`config.mk`:
```
export PLATFORM = sky130hd
export DESIGN_NAME = alu_op_scheduler_flat
export DESIGN_NICKNAME = d
export VERILOG_FILES = /design/src/rtl/alu_sched_pkg.sv /design/src/rtl/alu_sched_if.sv /design/src/rtl/rr_arbiter2.sv /design/src/rtl/alu_op_scheduler.sv /design/src/flat_wrapper.sv
export SDC_FILE = /design/constraint.sdc
export NUM_CORES = 1
export LEC_CHECK = 0
export ABC_AREA = 0
export CORE_UTILIZATION = 46
export DETAILED_ROUTE_END_ITERATION = 12
export PLACE_DENSITY = 0.8
export SYNTH_ARGS = -nofsm -noshare
export SYNTH_HDL_FRONTEND = slang
export SYNTH_SLANG_ARGS = --single-unit
```
`constraint.sdc`:
```
create_clock -name clk -period 2.3 [get_ports clk]
set_input_delay 0.46 -clock clk [delete_from_list [all_inputs] [get_ports clk]]
set_output_delay 0.46 -clock clk [all_outputs]
set_load 0.005 [all_outputs]
```
`src/rtl/alu_sched_pkg.sv`:
```
// Shared definitions for alu_op_scheduler: FSM state encoding, op indices and
// the op-index to one-hot op_code mapping used by ascii_alu.
package alu_sched_pkg;

    localparam int NUM_OPS = 9;
    localparam int OP_W    = 11;

    localparam logic [2:0] ST_IDLE  = 3'd0;
    localparam logic [2:0] ST_CHECK = 3'd1;
    localparam logic [2:0] ST_ISSUE = 3'd2;
    localparam logic [2:0] ST_WAIT  = 3'd3;
    localparam logic [2:0] ST_HOLD  = 3'd4;

    typedef enum logic [3:0] {
        OP_ADD = 4'd0,
        OP_SUB = 4'd1,
        OP_MUL = 4'd2,
        OP_DIV = 4'd3,
        OP_AND = 4'd4,
        OP_OR  = 4'd5,
        OP_XOR = 4'd6,
        OP_NOT = 4'd7,
        OP_RXN = 4'd8
    } op_e;

    // Legality against NUM_OPS is decided by the caller.
    function automatic logic [OP_W-1:0] op_to_onehot(input logic [3:0] op);
        return {{(OP_W-1){1'b0}}, 1'b1} << op;
    endfunction

endpackage

```
`src/rtl/alu_sched_if.sv`:
```
// Requester handshakes, ascii_alu bus and response strobe of alu_op_scheduler.
// master = surrounding system (requesters + ALU), slave = the scheduler.
interface alu_sched_if #(
    parameter int DATA_W = 8,
    parameter int OP_W   = 11
);
    logic              req0_valid;
    logic [3:0]        req0_op;
    logic [DATA_W-1:0] req0_a;
    logic [DATA_W-1:0] req0_b;
    logic              req0_ready;

    logic              req1_valid;
    logic [3:0]        req1_op;
    logic [DATA_W-1:0] req1_a;
    logic [DATA_W-1:0] req1_b;
    logic              req1_ready;

    logic [OP_W-1:0]   alu_op_code;
    logic [DATA_W-1:0] alu_a;
    logic [DATA_W-1:0] alu_b;
    logic              alu_go;
    logic              alu_done;

    logic              rsp_valid;
    logic              rsp_id;
    logic              rsp_err;
    logic              busy;

    modport master (
        output req0_valid, req0_op, req0_a, req0_b,
        output req1_valid, req1_op, req1_a, req1_b,
        output alu_done,
        input  req0_ready, req1_ready,
        input  alu_op_code, alu_a, alu_b, alu_go,
        input  rsp_valid, rsp_id, rsp_err, busy
    );

    modport slave (
        input  req0_valid, req0_op, req0_a, req0_b,
        input  req1_valid, req1_op, req1_a, req1_b,
        input  alu_done,
        output req0_ready, req1_ready,
        output alu_op_code, alu_a, alu_b, alu_go,
        output rsp_valid, rsp_id, rsp_err, busy
    );
endinterface

```
`src/rtl/rr_arbiter2.sv`:
```
// Two-requester round-robin arbiter; the pointer flips to the other port
// whenever a grant is taken (i_advance).
module rr_arbiter2 (
    input  logic       clk,
    input  logic       reset,
    input  logic [1:0] i_req,
    input  logic       i_advance,
    output logic [1:0] o_grant
);
    logic r_ptr;

    always_comb begin
        case (i_req)
            2'b01:   o_grant = 2'b01;
            2'b10:   o_grant = 2'b10;
            2'b11:   o_grant = r_ptr ? 2'b10 : 2'b01;
            default: o_grant = 2'b00;
        endcase
    end

    always_ff @(posedge clk) begin
        if (reset) begin
            r_ptr <= 1'b0;
        end else if (i_advance && (o_grant != 2'b00)) begin
            r_ptr <= ~o_grant[1];
        end
    end
endmodule

```
`src/rtl/alu_op_scheduler.sv`:
```
// Shares ascii_alu between two requesters: arbitrate, check op, issue go, wait for done, hold result.
// Optional watchdog in WAIT is enabled by defining ALU_SCHED_WDOG_EN.
module alu_op_scheduler #(
    parameter int DATA_W      = 8,
    parameter int OP_W        = alu_sched_pkg::OP_W,
    parameter int NUM_OPS     = alu_sched_pkg::NUM_OPS,
    parameter int HOLD_CYCLES = 16,
    parameter int WDOG_CYCLES = 1024
) (
    input logic        clk,
    input logic        reset,
    alu_sched_if.slave bus
);
    import alu_sched_pkg::*;

    localparam int CNT_MAX = (HOLD_CYCLES > WDOG_CYCLES) ? HOLD_CYCLES : WDOG_CYCLES;
    localparam int CNT_W   = $clog2(CNT_MAX) + 1;

    logic [2:0]        r_state;
    logic              r_owner;
    logic [3:0]        r_op;
    logic [OP_W-1:0]   r_op_code;
    logic [DATA_W-1:0] r_a;
    logic [DATA_W-1:0] r_b;
    logic [CNT_W-1:0]  r_cnt;
    logic              r_done_d;
    logic              r_rsp_valid;
    logic              r_rsp_err;
    logic              r_rsp_id;

    logic [1:0]        w_grant;
    logic              w_accept;
    logic              w_done_rise;
    logic              w_sel_legal;
    logic [3:0]        w_sel_op;
    logic [DATA_W-1:0] w_sel_a;
    logic [DATA_W-1:0] w_sel_b;

    rr_arbiter2 u_arb (
        .clk       (clk),
        .reset     (reset),
        .i_req     ({bus.req1_valid, bus.req0_valid}),
        .i_advance (w_accept),
        .o_grant   (w_grant)
    );

    assign w_accept    = (r_state == ST_IDLE) && (w_grant != 2'b00);
    assign w_sel_op    = w_grant[1] ? bus.req1_op : bus.req0_op;
    assign w_sel_a     = w_grant[1] ? bus.req1_a  : bus.req0_a;
    assign w_sel_b     = w_grant[1] ? bus.req1_b  : bus.req0_b;
    assign w_sel_legal = 32'(w_sel_op) < NUM_OPS;
    assign w_done_rise = bus.alu_done && !r_done_d;

    assign bus.req0_ready  = w_accept && w_grant[0];
    assign bus.req1_ready  = w_accept && w_grant[1];
    assign bus.alu_op_code = r_op_code;
    assign bus.alu_a       = r_a;
    assign bus.alu_b       = r_b;
    assign bus.alu_go      = (r_state == ST_ISSUE);
    assign bus.rsp_valid   = r_rsp_valid;
    assign bus.rsp_err     = r_rsp_err;
    assign bus.rsp_id      = r_rsp_id;
    assign bus.busy        = (r_state != ST_IDLE);

    // Op code and operands load on the accept edge so they are stable one cycle before go.
    always_ff @(posedge clk) begin
        if (reset) begin
            r_state     <= ST_IDLE;
            r_owner     <= 1'b0;
            r_op        <= '0;
            r_op_code   <= '0;
            r_a         <= '0;
            r_b         <= '0;
            r_cnt       <= '0;
            r_done_d    <= 1'b0;
            r_rsp_valid <= 1'b0;
            r_rsp_err   <= 1'b0;
            r_rsp_id    <= 1'b0;
        end else begin
            r_done_d    <= bus.alu_done;
            r_rsp_valid <= 1'b0;
            r_rsp_err   <= 1'b0;
            case (r_state)
                ST_IDLE: begin
                    if (w_accept) begin
                        r_owner   <= w_grant[1];
                        r_op      <= w_sel_op;
                        r_op_code <= w_sel_legal ? OP_W'(op_to_onehot(w_sel_op)) : '0;
                        r_a       <= w_sel_a;
                        r_b       <= w_sel_b;
                        r_state   <= ST_CHECK;
                    end
                end
                ST_CHECK: begin
                    r_cnt <= '0;
                    if (32'(r_op) >= NUM_OPS) begin
                        r_rsp_valid <= 1'b1;
                        r_rsp_err   <= 1'b1;
                        r_rsp_id    <= r_owner;
                        r_state     <= ST_IDLE;
                    end else begin
                        r_state <= ST_ISSUE;
                    end
                end
                ST_ISSUE: begin
                    r_cnt   <= r_cnt + 1'b1;
                    r_state <= ST_WAIT;
                end
                ST_WAIT: begin
                    // Watchdog counts from go, so expiry lands WDOG_CYCLES after go.
                    if (w_done_rise) begin
                        r_rsp_valid <= 1'b1;
                        r_rsp_id    <= r_owner;
                        r_cnt       <= '0;
                        r_state     <= ST_HOLD;
`ifdef ALU_SCHED_WDOG_EN
                    end else if (r_cnt == CNT_W'(WDOG_CYCLES - 1)) begin
                        r_rsp_valid <= 1'b1;
                        r_rsp_err   <= 1'b1;
                        r_rsp_id    <= r_owner;
                        r_op_code   <= '0;
                        r_state     <= ST_IDLE;
                    end else begin
                        r_cnt <= r_cnt + 1'b1;
`endif
                    end
                end
                ST_HOLD: begin
                    if (r_cnt == CNT_W'(HOLD_CYCLES - 1)) begin
                        r_state <= ST_IDLE;
                    end else begin
                        r_cnt <= r_cnt + 1'b1;
                    end
                end
                default: r_state <= ST_IDLE;
            endcase
        end
    end
endmodule

```
`src/flat_wrapper.sv`:
```
// flat-port wrapper written by rule: the top's interface ports become plain ports
module alu_op_scheduler_flat import alu_sched_pkg::*;
#(
    parameter int DATA_W      = 8,
    parameter int OP_W        = alu_sched_pkg::OP_W,
    parameter int NUM_OPS     = alu_sched_pkg::NUM_OPS,
    parameter int HOLD_CYCLES = 16,
    parameter int WDOG_CYCLES = 1024
)
  (clk, reset, bus_req0_valid, bus_req0_op, bus_req0_a, bus_req0_b, bus_req1_valid, bus_req1_op, bus_req1_a, bus_req1_b, bus_alu_done, bus_req0_ready, bus_req1_ready, bus_alu_op_code, bus_alu_a, bus_alu_b, bus_alu_go, bus_rsp_valid, bus_rsp_id, bus_rsp_err, bus_busy);
  alu_sched_if #(.DATA_W(DATA_W), .OP_W(OP_W)) bus_i ();
  input logic clk;
  input logic reset;
  input wire logic [$bits(bus_i.req0_valid)-1:0] bus_req0_valid;
  input wire logic [$bits(bus_i.req0_op)-1:0] bus_req0_op;
  input wire logic [$bits(bus_i.req0_a)-1:0] bus_req0_a;
  input wire logic [$bits(bus_i.req0_b)-1:0] bus_req0_b;
  input wire logic [$bits(bus_i.req1_valid)-1:0] bus_req1_valid;
  input wire logic [$bits(bus_i.req1_op)-1:0] bus_req1_op;
  input wire logic [$bits(bus_i.req1_a)-1:0] bus_req1_a;
  input wire logic [$bits(bus_i.req1_b)-1:0] bus_req1_b;
  input wire logic [$bits(bus_i.alu_done)-1:0] bus_alu_done;
  output wire logic [$bits(bus_i.req0_ready)-1:0] bus_req0_ready;
  output wire logic [$bits(bus_i.req1_ready)-1:0] bus_req1_ready;
  output wire logic [$bits(bus_i.alu_op_code)-1:0] bus_alu_op_code;
  output wire logic [$bits(bus_i.alu_a)-1:0] bus_alu_a;
  output wire logic [$bits(bus_i.alu_b)-1:0] bus_alu_b;
  output wire logic [$bits(bus_i.alu_go)-1:0] bus_alu_go;
  output wire logic [$bits(bus_i.rsp_valid)-1:0] bus_rsp_valid;
  output wire logic [$bits(bus_i.rsp_id)-1:0] bus_rsp_id;
  output wire logic [$bits(bus_i.rsp_err)-1:0] bus_rsp_err;
  output wire logic [$bits(bus_i.busy)-1:0] bus_busy;
  assign bus_i.req0_valid = bus_req0_valid;
  assign bus_i.req0_op = bus_req0_op;
  assign bus_i.req0_a = bus_req0_a;
  assign bus_i.req0_b = bus_req0_b;
  assign bus_i.req1_valid = bus_req1_valid;
  assign bus_i.req1_op = bus_req1_op;
  assign bus_i.req1_a = bus_req1_a;
  assign bus_i.req1_b = bus_req1_b;
  assign bus_i.alu_done = bus_alu_done;
  assign bus_req0_ready = bus_i.req0_ready;
  assign bus_req1_ready = bus_i.req1_ready;
  assign bus_alu_op_code = bus_i.alu_op_code;
  assign bus_alu_a = bus_i.alu_a;
  assign bus_alu_b = bus_i.alu_b;
  assign bus_alu_go = bus_i.alu_go;
  assign bus_rsp_valid = bus_i.rsp_valid;
  assign bus_rsp_id = bus_i.rsp_id;
  assign bus_rsp_err = bus_i.rsp_err;
  assign bus_busy = bus_i.busy;
  alu_op_scheduler #(.DATA_W(DATA_W), .OP_W(OP_W), .NUM_OPS(NUM_OPS), .HOLD_CYCLES(HOLD_CYCLES), .WDOG_CYCLES(WDOG_CYCLES)) u_core (.clk(clk), .reset(reset), .bus(bus_i));
endmodule
```
== Word-level counts from Yosys, hierarchy flattened ==
Cells that the tools add are included.

* Add/sub/neg operators: 1
* $lt $le $gt $ge: 2
* Equality and inequality tests: 13
* Shift-type cells: 1
* Mux-type cells: 20
* Bitwise logic cells: 2
* Reduce and logical (&&, ||, !) cells: 16

{| class="wikitable"
|+ Operator list
! cell !! count
|-
| one-hot mux 11 bit (4 select lines) || 1
|-
| two-way mux 11 bit || 3
|-
| two-way mux 8 bit || 2
|-
| one-hot mux 3 bit (5 select lines) || 1
|-
| adder 11 x 1 -> 11 bit (second input constant) || 1
|-
| equality test 11 x 4 -> 1 bit (second input constant) || 1
|-
| << shifter 1 x 4 -> 11 bit (first input constant) || 1
|-
| two-way mux 3 bit || 3
|-
| AND reduction 3 bit || 3
|-
| equality test 3 x 2 -> 1 bit (second input constant) || 2
|-
| inequality test 2 x 1 -> 1 bit (second input constant) || 3
|-
| one-hot mux 2 bit (3 select lines) || 1
|-
| logical AND 1 bit || 5
|-
| equality test 2 bit (second input constant) || 2
|-
| >= comparator 4 bit (second input constant) || 1
|-
| less-than comparator 4 bit (second input constant) || 1
|-
| two-way mux 1 bit || 4
|-
| two-way mux 2 bit || 2
|-
| two-way mux 4 bit || 1
|-
| inequality test 2 bit (second input constant) || 2
|-
| one-hot mux 1 bit (2 select lines) || 2
|-
| nonzero test 2 bit || 2
|-
| nonzero test 4 bit || 1
|-
| equality test 3 x 1 -> 1 bit (second input constant) || 1
|-
| other kinds (8) || 9
|}

* Register bits after elaboration: 51
* Bits of input ports: 45
* Output and inout bits: 34
* Logic and storage cells: 67

== Logic depth before layout (Yosys ltp) ==
Gate-level depths: netlist of the first run.

* Depth after elaboration: 6
* Gate-level depth with buffers: 7
* Mapped depth without buffers: 6

== Cells and area by module ==
A second synthesis of the first run with hierarchy kept.

* Cell total of the unflattened synthesis: 270
* Area total of the unflattened synthesis: 2568.7 um^2

{| class="wikitable"
|+ By module, submodules not included
! module !! instances !! cells an instance !! area an instance (um^2) !! seq. area each (um^2)
|-
| alu_op_scheduler || 1 || 263 || 2503.7 || 1001.0
|-
| rr_arbiter2 || 1 || 7 || 65.1 || 20.0
|}

== Worst setup path before layout of the first run ==
Ideal clock, no wire load.

* Kind: register to output
* Start: register u_core.r_state[2]
* End: output port bus_req0_ready
* Arrival: 1485 ps
* Path slack: 355 ps
* Cell stages (with the launch flop): 7
* Cell sequence: dfxtp_1 -> buf_6 -> or3_4 -> or2_1 -> clkbuf_1 -> buf_2 -> a21oi_1

* Longest elaborated chain between the ends: 3

{| class="wikitable"
|+ Ends and longest elaborated chain
! element !! line !! RTL
|-
| start, declared || alu_op_scheduler.sv:19 || <nowiki>logic [2:0] r_state;</nowiki>
|-
| start signal, assigned || alu_op_scheduler.sv:68 || <nowiki>r_state <= ST_IDLE;</nowiki>
|-
| start signal, assigned || alu_op_scheduler.sv:91 || <nowiki>r_state <= ST_CHECK;</nowiki>
|-
| start signal, assigned || alu_op_scheduler.sv:100 || <nowiki>r_state <= ST_IDLE;</nowiki>
|-
| logical NOT 3 bit || alu_op_scheduler.sv:47 || <nowiki>assign w_accept = (r_state == ST_IDLE) && (w_grant != 2'b00);</nowiki>
|-
| logical AND 1 bit || alu_op_scheduler.sv:47 ||
|-
| logical AND 1 bit || alu_op_scheduler.sv:54 || <nowiki>assign bus.req0_ready = w_accept && w_grant[0];</nowiki>
|-
| end, declared || flat_wrapper.sv:23 || <nowiki>output wire logic [$bits(bus_i.req0_ready)-1:0] bus_req0_ready;</nowiki>
|}

No other way between the ends.

== Worst setup path in the final report of the first run ==
* Start: register u_core.r_state[2]
* End: output port bus_req1_ready

* Longest elaborated chain between the ends: 3

{| class="wikitable"
|+ Ends and longest elaborated chain
! element !! line !! RTL
|-
| logical NOT 3 bit || alu_op_scheduler.sv:47 ||
|-
| logical AND 1 bit || alu_op_scheduler.sv:47 ||
|-
| logical AND 1 bit || alu_op_scheduler.sv:55 || <nowiki>assign bus.req1_ready = w_accept && w_grant[1];</nowiki>
|-
| end, declared || flat_wrapper.sv:24 || <nowiki>output wire logic [$bits(bus_i.req1_ready)-1:0] bus_req1_ready;</nowiki>
|}

No other way between the ends.

==> impl_metrics.tcl, run 1 <==
set metrics [dict create \
    hpwl_um 4400 \
    hold_crit_start "u_core.bus.alu_op_code[7]$_SDFFE_PP0P_" \
    via_count_of_the_first_global_routing_pass 2160 \
    number_of_slew_limit_violations_in_the_final_report 0 \
    dp_worst_setup_slack_ns -0.126 \
    clk_latency_ns 0.30 \
    remaining_drc_errors 0 \
    timing_hold_violations_final 0 \
    clock-sinks 51 \
    pwr_density_cell_nw_per_um2 618 \
    detailedRoute.firstIterationViolations 176 \
    run_status "complete, no violations" \
    critPathBufInv 1 \
    fin_ws_ns 0.119 \
    clock_path_buffers 2 \
    ys_warn_count 0 \
    worstSetupPathDepth 4 \
    setup.worst_path.class "reg2out" \
    synth.avg_cell_area_sq_um 8.65 \
    yosys.area_share.simple_pct 25.7 \
    final_wirelength_um 6090 \
    synth_enable_flop_cells 0 \
    tightest_pin_transition_ns 0.436 \
    postSynthCellCount 277 \
    internal_power_mw 1.49 \
    p_leak_nw 1.26 \
    seq_power_share_pct 47.1 \
    core_region_area_sq_um 4880 \
    synth.lib_cells_used.distinct 49 \
    final_net_count 407 \
    worst-endpoint-required_ns 1.84 \
    fraction_of_synthesis_flops_using_an_asynchronous_set_or_reset_pin_pct 0 \
    cts_tree "yes" \
    syn_to_final_growth_pct 42.7 \
    cts_root_buffer "sky130_fd_sc_hd__clkbuf_8" \
    vias_after_detailed_routing 2347 \
    critical-path-top-delay-family "simple AND/OR/NAND/NOR gates" \
    final_antenna_net_count 0 \
    syn-num-nets 323 \
    rows 25 \
    timing.hold.worst.class "reg2reg" \
    worst_path_clk_slew_ns 0.09 \
    clock_power_share_pct 23.3 \
    dr.pass1.iters 4 \
    htree_levels 2 \
    synthAdderAreaFrac_pct 0.522 \
    place_area_sq_um 3330 \
    remaining_overflow_grt 0 \
    routability_congestion 0.825 \
    fmax_mhz 459 \
    number_of_synthesized_register_bits 51 \
    dominant_combinational_cell_family_by_area_after_synthesis "simple AND/OR/NAND/NOR gates" \
    timing.critical_path.slowest_cell_delay_ns 0.40 \
    setup.worst_path.end_class "primary output" \
    io_pins 79 \
    grt_first_pass_wirelength_um 9520 \
    floorplan.die.height_um 74.2 \
    maximum_number_of_pins_on_one_net_before_global_route_repair 36 \
    r2r-start "u_core.r_cnt[0]$_SDFFE_PP0P_" \
    route.detailed.wl_per_inst_um 14.2 \
    total_power_mw 2.11 \
    combPwrFrac_pct 29.6 \
    fin_crit_sh_pct 94.8 \
    ctsHoldBuffers 0 \
    cts_resized 4 \
    cts_inserted_buffers 5 \
    port_buffers 78 \
    crit_path_max_fanout 4 \
    synth_largest_type_area_fraction_pct 42.6 \
    antenna_cells_inserted 0 \
    final_layout_size_suffix_gt1_share_pct 13.0 \
    worst-endpoint-arrival_ns 1.72 \
    synth.top_cells.by_area "sky130_fd_sc_hd__dfxtp_1, sky130_fd_sc_hd__nor2_1, sky130_fd_sc_hd__a311oi_1" \
    yosys-mux-area-fraction_pct 2.61 \
    sw_frac_of_total_pct 29.3 \
    post_synth_instance_area_sq_um 2390 \
    final_cell_area_sq_um 3420 \
    timing.max_cap.violations 0 \
    die_x_um 74.2 \
    cp_cell_sequence "or3_4 -> or2_4 -> nor2_2 -> dlygate4sd2_1" \
    synth_sequential_area_ratio_pct 42.6 \
    cp-startpoint "u_core.r_state[2]$_SDFFE_PP0P_" \
    synth_compound_gate_area_share_pct 20.4 \
    fin_hold_ws_ns 0.467 \
    ir_drop_mv 0.428 \
    clock_skew_ns 0.00484 \
    slowest_stage "sky130_fd_sc_hd__or3_4" \
    ff2ff_path_depth 6 \
    setup_total_negative_slack_ns 0 \
    vias_per_cell 5.47 \
    slew_headroom_pct 70.7 \
    cts_setup_buffers 0 \
    grt_setup_unrepaired "no" \
    p_sw_mw 0.620 \
    grt_use_total_pct 22.2 \
    synth-xor-area-share_pct 3.66 \
    dominantRegCellSynth "sky130_fd_sc_hd__dfxtp_1" \
    min_delay_path_depth 2 \
    antenna_found_initial 0 \
    synth_area_leader_cell "sky130_fd_sc_hd__dfxtp_1" \
    timing.final.crit_period_ns 2.18 \
    cp-start-kind "flip-flop" \
    die-area_sq_um 5500 \
    start_util_pct 49.1 \
    setup-violations-final 0 \
]
==> worst paths after layout <==
path / end / slack [ns]
worst max-delay path: bus_req1_ready / 0.12
worst min register to register: u_core.bus.alu_op_code[7]$_SDFFE_PP0P_ / 0.47
worst max register to register: u_core.r_cnt[1]$_SDFFE_PP0P_ / 0.46
worst min-delay path: u_core.bus.alu_op_code[7]$_SDFFE_PP0P_ / 0.47
==> power groups by stage <==
stage / Combinational [mW] / Sequential, mW / Clock, mW
detailed placement: 0.622 / 1.01 / 0
global placement: 0.608 / 1.01 / 0
global route: 0.685 / 1.00 / 0.537
CTS: 0.626 / 0.995 / 0.508
floorplan: 0.305 / 1.02 / 0
finish: 0.626 / 0.995 / 0.493
==> metal layers <==
metal / part of all wire (%) / up-vias / GRT usage, % / wire length, um
met1: 45 / 1084 / 28.8 / 2760
met5: 0 / - / 0 / 0
met4: 1.6 / 0 / 9.83 / 97
met2: 47 / 87 / 36.2 / 2860
met3: 6.0 / 10 / 3.93 / 367
li1: - / 1166 / - / -
==> cell usage after synthesis (all sizes together) (2+ instances only) <==
| cell | instances |
|---|---|
| and4 | 2 |
| o21bai | 2 |
| or4 | 3 |
| inv | 2 |
| a211oi | 4 |
| a21oi | 10 |
| nor3 | 4 |
| o21ai | 6 |
| nand2b | 4 |
| dfxtp | 51 |
| nor2 | 47 |
| nand2 | 28 |
| nor3b | 4 |
| or3 | 2 |
| nor2b | 6 |
| o2111ai | 2 |
| mux2i | 4 |
| a32oi | 7 |
| xor2 | 4 |
| nand3 | 22 |
| xnor2 | 6 |
| a311oi | 18 |
| clkbuf | 16 |
| a31oi | 2 |
| mux2 | 2 |
| buf | 6 |
==> placed cells by master (no fill, tap or decap), types with 2 or more instances in the layout <==
master and count:
sky130_fd_sc_hd__nand2_1 28, sky130_fd_sc_hd__a311oi_1 18, sky130_fd_sc_hd__dlygate4sd2_1 2, sky130_fd_sc_hd__nor3b_1 3, sky130_fd_sc_hd__o21ai_0 4, sky130_fd_sc_hd__nor2_1 44
sky130_fd_sc_hd__nor3_1 4, sky130_fd_sc_hd__mux2i_1 4, sky130_fd_sc_hd__nand3_1 22, sky130_fd_sc_hd__nor2_2 3, sky130_fd_sc_hd__inv_1 2, sky130_fd_sc_hd__clkdlybuf4s50_1 76
sky130_fd_sc_hd__o2111ai_2 2, sky130_fd_sc_hd__a32oi_1 7, sky130_fd_sc_hd__clkbuf_8 5, sky130_fd_sc_hd__or4_1 2, sky130_fd_sc_hd__nor2b_1 6, sky130_fd_sc_hd__a21oi_2 2
sky130_fd_sc_hd__dfxtp_1 51, sky130_fd_sc_hd__o21ai_1 2, sky130_fd_sc_hd__a211oi_1 4, sky130_fd_sc_hd__nand2b_1 4, sky130_fd_sc_hd__xor2_1 4, sky130_fd_sc_hd__buf_4 20
sky130_fd_sc_hd__clkinv_2 3, sky130_fd_sc_hd__a21oi_1 8, sky130_fd_sc_hd__xnor2_1 6, sky130_fd_sc_hd__and4_1 2, sky130_fd_sc_hd__mux2_2 2
==> flip-flops by register name (all words and copies together) (netlist names), 3 cells and up <==
name / flops
u_core.bus.alu_a: 8
u_core.r_op: 4
u_core.bus.alu_b: 8
u_core.bus.alu_op_code: 11
u_core.r_cnt: 11
u_core.r_state: 3
==> through the flow <==
stage	utilization, %	instances
2_1_floorplan	-	277
3_5_place_dp	68.3	421
6_report	70.0	429
4_1_cts	70.0	429
5_1_grt	70.0	429
3_3_place_gp	68.3	421
==> tightest hold or removal path, stage by stage, from the launching register on <==
cell and delay, ns:
sky130_fd_sc_hd__dfxtp_1 0.32, sky130_fd_sc_hd__nand2_1 0.05, sky130_fd_sc_hd__a21oi_1 0.05
==> layout make-up <==
cell class	instances	area, sq um
flip-flops and latches	51	1020
inverters	2	7.51
multi-input cells	202	1270
clock buffers	5	68.8
clock inverters	3	15.0
well taps	67	83.8
repair buffers	99	948
fillers	398	1460
==> cell families (layout without fill, tap and decap cells) <==
group | Yosys count | count (layout)
flops | 51 | 51
mux | 6 | 6
xor+xnor | 10 | 10
compound gates | 58 | 58
buf+inv | 24 | 109
simple gates | 127 | 127
fa+ha+maj | 1 | 1
Note: power is estimated with default switching activity, not from simulation.
==> run 2, diff against run 1 <==
--- a/config.mk
+++ b/config.mk
@@ -6,9 +6,10 @@
 export NUM_CORES = 1
 export LEC_CHECK = 0
 export ABC_AREA = 0
-export CORE_UTILIZATION = 46
+export CORE_UTILIZATION = 60
 export DETAILED_ROUTE_END_ITERATION = 12
-export PLACE_DENSITY = 0.8
+export DONT_BUFFER_PORTS = 1
+export PLACE_DENSITY = 0.76
 export SYNTH_ARGS = -nofsm -noshare
 export SYNTH_HDL_FRONTEND = slang
 export SYNTH_SLANG_ARGS = --single-unit
==> run 2 against run 1 <==
Net effect: non-clock buffer count down 94; critical path type unchanged; sequential share of layout area rose by 11 points; largest cell class unchanged; power decreased by 11%; clock skew increased by 0.011 ns; global-route usage up 1.8 points; critical path depth is 1 lower; clock-buffer cell count did not move; first-iteration DRC count is 39% lower; flip-flop and latch count unchanged; cell area decreased by 27%; sequential power barely moved.
==> impl_metrics.tcl, run 2 (synthesis results as in run 1) <==
set metrics [dict create \
    run_status "complete, no violations" \
    final_antenna_net_count 0 \
    ctsHoldBuffers 0 \
    vias_per_cell 6.15 \
    fin_ws_ns 0.127 \
    dr.pass1.iters 4 \
    fin_cells 316 \
    fin_crit_sh_pct 94.5 \
    p_sw_mw 0.570 \
    setup.worst_path.end_class "primary output" \
    die_x_um 65.2 \
    worst_path_clk_slew_ns 0.09 \
    start_util_pct 64.0 \
    detailedRoute.firstIterationViolations 108 \
    place_area_sq_um 2410 \
    ir_drop_mv 0.499 \
    worst-endpoint-required_ns 1.84 \
    port_buffers 0 \
    cts_setup_buffers 0 \
    mostFrequentLayoutCells "sky130_fd_sc_hd__dfxtp_1, sky130_fd_sc_hd__nor2_1, sky130_fd_sc_hd__nand2_1" \
    clock_power_share_pct 27.7 \
    io_pins 79 \
    crit_path_max_fanout 12 \
    routability_congestion 0.776 \
    setup_total_negative_slack_ns 0 \
    combPwrFrac_pct 18.3 \
    grt_first_pass_wirelength_um 7860 \
    dp_cells 308 \
    tightest_pin_transition_ns 0.490 \
    clock_path_buffers 2 \
    slowest_stage "sky130_fd_sc_hd__or3_4" \
    number_of_slew_limit_violations_in_the_final_report 0 \
    setup.worst_path.class "reg2out" \
    cts_root_buffer "sky130_fd_sc_hd__clkbuf_8" \
    internal_power_mw 1.31 \
    multiInputGateArea_sq_um 1270 \
    fin_hold_ws_ns 0.218 \
    fmax_mhz 460 \
    timing.max_cap.violations 0 \
    critPathBufInv 0 \
    total_power_mw 1.88 \
    fin_util_pct 66.7 \
    route.detailed.wl_per_inst_um 15.7 \
    core_region_area_sq_um 3740 \
    pwr_density_cell_nw_per_um2 753 \
    timing_hold_violations_final 0 \
    dp_worst_setup_slack_ns 0.417 \
    clock_skew_ns 0.0157 \
    area.sequential_sq_um 1020 \
    maximum_number_of_pins_on_one_net_before_global_route_repair 45 \
    grt_setup_unrepaired "no" \
    via_count_of_the_first_global_routing_pass 1778 \
    seq_power_share_pct 54.0 \
    grt_use_total_pct 24.0 \
    cts_tree "yes" \
    rows 22 \
    antenna_cells_inserted 0 \
    cts_resized 0 \
    syn_to_final_growth_pct 4.34 \
    die-area_sq_um 4250 \
    clk_latency_ns 0.31 \
    final_wirelength_um 4970 \
    remaining_overflow_grt 0 \
    cp_cell_sequence "or3_4 -> or2_1 -> nor2_1" \
    worst-endpoint-arrival_ns 1.71 \
    p_leak_nw 0.879 \
    most_common_library_cell_in_the_layout_ignoring_fill_and_taps "sky130_fd_sc_hd__dfxtp_1" \
    remaining_drc_errors 0 \
    critical-path-top-delay-family "simple AND/OR/NAND/NOR gates" \
    final_layout_size_suffix_gt1_share_pct 10.8 \
    vias_after_detailed_routing 1943 \
    timing.hold.worst.class "in2reg" \
    nFillCells 313 \
    floorplan.die.height_um 65.2 \
    cp-start-kind "flip-flop" \
    sw_frac_of_total_pct 30.3 \
    setup-violations-final 0 \
    timing.final.crit_period_ns 2.17 \
    timing.critical_path.slowest_cell_delay_ns 0.45 \
    htree_levels 2 \
    hpwl_um 3350 \
    final_net_count 313 \
    cts_inserted_buffers 5 \
    antenna_found_initial 0 \
    final_cell_area_sq_um 2500 \
    slew_headroom_pct 66.4 \
    clock-sinks 51 \
]
run 2: changes by cell type in the layout (fill, tap and decap cells not counted), sizes merged:
cell           previous run  this run
clkdlybuf4s50            76         0
buf                      21         5
clkinv                    3         0
clkinvlp                  0         2
dlygate4sd2               2         0
inv                       2         3
run 2: final cells by class:
class	instances	share of cell area [%]
inverter	2	0.300
sequential	51	40.9
clock buffer	5	2.75
tap	48	2.40
clock inverter	3	0.951
timing repair buffer	5	2.00
multi-input combinational	202	50.7
run 2: worst paths after layout:
check                                                       startpoint                                      to  slack (ns)  cells after the start
worst min-delay path                                             reset            u_core.r_cnt[0]$_SDFFE_PP0P_        0.22                      1
worst max-delay path                    u_core.r_state[0]$_SDFFE_PP0P_                          bus_req1_ready        0.13                      3
worst max register to register          u_core.r_state[0]$_SDFFE_PP0P_            u_core.r_cnt[1]$_SDFFE_PP0P_        0.41                      5
worst min register to register  u_core.bus.alu_op_code[7]$_SDFFE_PP0P_  u_core.bus.alu_op_code[7]$_SDFFE_PP0P_        0.48                      2
run 2: power by group through the flow:
stage                     clock (mW)  sequential [mW]  combinational [mW]
final                          0.522             1.02               0.345
after CTS                      0.540             1.02               0.348
after global routing           0.580             1.03               0.384
after detailed placement           0             1.04               0.346
after floorplan                    0             1.02               0.305
after global placement             0             1.04               0.340
run 2: worst reg2reg max path: stages, from the launching register on:
cell and delay (ns):
sky130_fd_sc_hd__dfxtp_1 0.57, sky130_fd_sc_hd__o21bai_1 0.20, sky130_fd_sc_hd__a31oi_4 0.30, sky130_fd_sc_hd__nor2_2 0.10, sky130_fd_sc_hd__or4b_1 0.50, sky130_fd_sc_hd__a21oi_1 0.16
run 2: layer usage:
metal | share of wire (%) | up-vias | track usage, %
li1 | - | 975 | -
met1 | 44 | 892 | 29.8
met2 | 47 | 74 | 39.0
met3 | 8.0 | 2 | 8.51
met4 | 0.64 | 0 | 6.52
met5 | 0 | - | 0
==> run 3, diff against run 2 <==
--- a/config.mk
+++ b/config.mk
@@ -10,6 +10,7 @@
 export DETAILED_ROUTE_END_ITERATION = 12
 export DONT_BUFFER_PORTS = 1
 export PLACE_DENSITY = 0.76
+export SETUP_SLACK_MARGIN = 0.3
 export SYNTH_ARGS = -nofsm -noshare
 export SYNTH_HDL_FRONTEND = slang
 export SYNTH_SLANG_ARGS = --single-unit
==> run 3 against run 2 <==
Net effect: via count is 0.31% higher; worst hold slack worse by 0.00081 ns; critical path type unchanged; sequential share of layout area is 0.38 points lower; global-route usage is 0.074 points higher; largest cell class unchanged; clock power hardly changed; power is 0.85% higher.
==> impl_metrics.tcl, run 3 (synthesis results as in run 1) <==
set metrics [dict create \
    run_status "complete, no violations" \
    clk_latency_ns 0.31 \
    grt_first_pass_wirelength_um 7910 \
    slew_headroom_pct 61.7 \
    tightest_pin_transition_ns 0.573 \
    total_power_mw 1.90 \
    timing_hold_violations_final 0 \
    final_net_count 315 \
    route.detailed.wl_per_inst_um 15.8 \
    pwr_density_cell_nw_per_um2 746 \
    core_region_area_sq_um 3740 \
    nFillCells 305 \
    remaining_drc_errors 0 \
    area.sequential_sq_um 1030 \
    cts_root_buffer "sky130_fd_sc_hd__clkbuf_8" \
    vias_after_detailed_routing 1949 \
    most_common_library_cell_in_the_layout_ignoring_fill_and_taps "sky130_fd_sc_hd__dfxtp_1" \
    number_of_slew_limit_violations_in_the_final_report 0 \
    p_leak_nw 0.894 \
    cp-startpoint "u_core.r_state[2]$_SDFFE_PP0P_" \
    timing.max_cap.violations 0 \
    grt_setup_unrepaired "no" \
    r2r_end "u_core.r_cnt[1]$_SDFFE_PP0P_" \
    via_count_of_the_first_global_routing_pass 1787 \
    die-area_sq_um 4250 \
    cts_tree "yes" \
    start_util_pct 64.0 \
    timing.final.crit_period_ns 1.95 \
    timing.hold.worst.class "in2reg" \
    rrSetupSlack_ns 0.45 \
    final_wirelength_um 5020 \
    fmax_mhz 512 \
    final_antenna_net_count 0 \
    mostFrequentLayoutCells "sky130_fd_sc_hd__dfxtp_1, sky130_fd_sc_hd__nor2_1, sky130_fd_sc_hd__nand2_1" \
    dr.pass1.iters 4 \
    crit_path_end "bus_req0_ready" \
    slowest_stage "sky130_fd_sc_hd__or3_4" \
    io_pins 79 \
    fin_ws_ns 0.348 \
    vias_per_cell 6.13 \
    ir_drop_mv 0.497 \
    hpwl_um 3350 \
    r2r-start "u_core.r_cnt[0]$_SDFFE_PP0P_" \
    critPathBufInv 0 \
    ctsHoldBuffers 0 \
    multiInputGateArea_sq_um 1290 \
    crit_path_max_fanout 7 \
    fin_hold_ws_ns 0.217 \
    final_layout_size_suffix_gt1_share_pct 13.7 \
    routability_congestion 0.776 \
    timing.critical_path.slowest_cell_delay_ns 0.40 \
    floorplan.die.height_um 65.2 \
    worst_path_clk_slew_ns 0.09 \
    maximum_number_of_pins_on_one_net_before_global_route_repair 45 \
    antenna_cells_inserted 0 \
    setup_total_negative_slack_ns 0 \
    worst-endpoint-arrival_ns 1.49 \
    detailedRoute.firstIterationViolations 107 \
    antenna_found_initial 0 \
    worstSetupPathDepth 3 \
    setup-violations-final 0 \
    dp_worst_setup_slack_ns 0.417 \
    cts_inserted_buffers 5 \
    worst-endpoint-required_ns 1.84 \
    setup.worst_path.class "reg2out" \
    syn_to_final_growth_pct 6.22 \
    cp-start-kind "flip-flop" \
    port_buffers 0 \
    cp_cell_sequence "or3_4 -> or2_4 -> a21oi_4" \
    remaining_overflow_grt 0 \
    ff2ff_path_depth 6 \
    rows 22 \
    clock_skew_ns 0.0159 \
    clock-sinks 51 \
    die_x_um 65.2 \
    setup.worst_path.end_class "primary output" \
    clock_path_buffers 2 \
    fin_crit_sh_pct 84.9 \
    critical-path-top-delay-family "simple AND/OR/NAND/NOR gates" \
    grt_use_total_pct 24.0 \
    htree_levels 2 \
]
run 3: per-layer routing:
metal / vias up / GRT usage (%) / part of all wire, % / wire length [um]
met5: - / 0 / 0 / 0
met4: 0 / 6.52 / 0.64 / 32
met3: 2 / 8.51 / 7.8 / 390
met2: 68 / 39.2 / 48 / 2400
met1: 899 / 29.9 / 44 / 2190
li1: 980 / - / - / -
run 3: cell type report:
| cell class | count | share of cell area [%] |
|---|---|---|
| multi-input combinational | 202 | 50.7 |
| clock buffer | 5 | 2.71 |
| tap | 48 | 2.36 |
| clock inverter | 3 | 0.935 |
| timing repair buffer | 7 | 2.56 |
| sequential | 51 | 40.5 |
| inverter | 2 | 0.295 |
run 3: worst min-delay path by stage:
stage	start	to	slack, ns	cells after the start
2_1_floorplan	u_core.bus.alu_op_code[8]$_SDFFE_PP0P_	u_core.bus.alu_op_code[8]$_SDFFE_PP0P_	0.45	2
3_3_place_gp	u_core.bus.alu_op_code[7]$_SDFFE_PP0P_	u_core.bus.alu_op_code[7]$_SDFFE_PP0P_	0.46	2
3_5_place_dp	u_core.bus.alu_op_code[7]$_SDFFE_PP0P_	u_core.bus.alu_op_code[7]$_SDFFE_PP0P_	0.46	2
4_1_cts	reset	u_core.r_cnt[0]$_SDFFE_PP0P_	0.21	1
5_1_grt	reset	u_core.r_op[2]$_SDFFE_PP0P_	0.18	1
6_report	reset	u_core.r_cnt[0]$_SDFFE_PP0P_	0.22	1
run 3: per-stage QoR:
stage	instances	utilization [%]	instance area, sq um
finish	318	67.9	2540
global route	318	67.9	2540
detailed placement	308	64.3	2410
floorplan	277	-	2390
global placement	308	64.3	2410
CTS	317	67.6	2530
run 3: timing repair:
item / 4_1_cts / 5_1_grt
gates resized for setup: 8 / 2
pin swaps: 1 / 2
setup buffers: 1 / 1
hold endpoints to repair: 0 / 0
endpoints found under the setup margin: 2 / 2
gates cloned: 0 / 0
run 3: where the power goes:
| part | internal [mW] | total [mW] | switching [mW] | leakage [nW] |
|---|---|---|---|---|
| clock network | 0.218 | 0.521 | 0.303 | 0.0408 |
| logic | 0.148 | 0.367 | 0.219 | 0.434 |
| registers | 0.956 | 1.01 | 0.0545 | 0.419 |
| total | 1.32 | 1.90 | 0.576 | 0.894 |
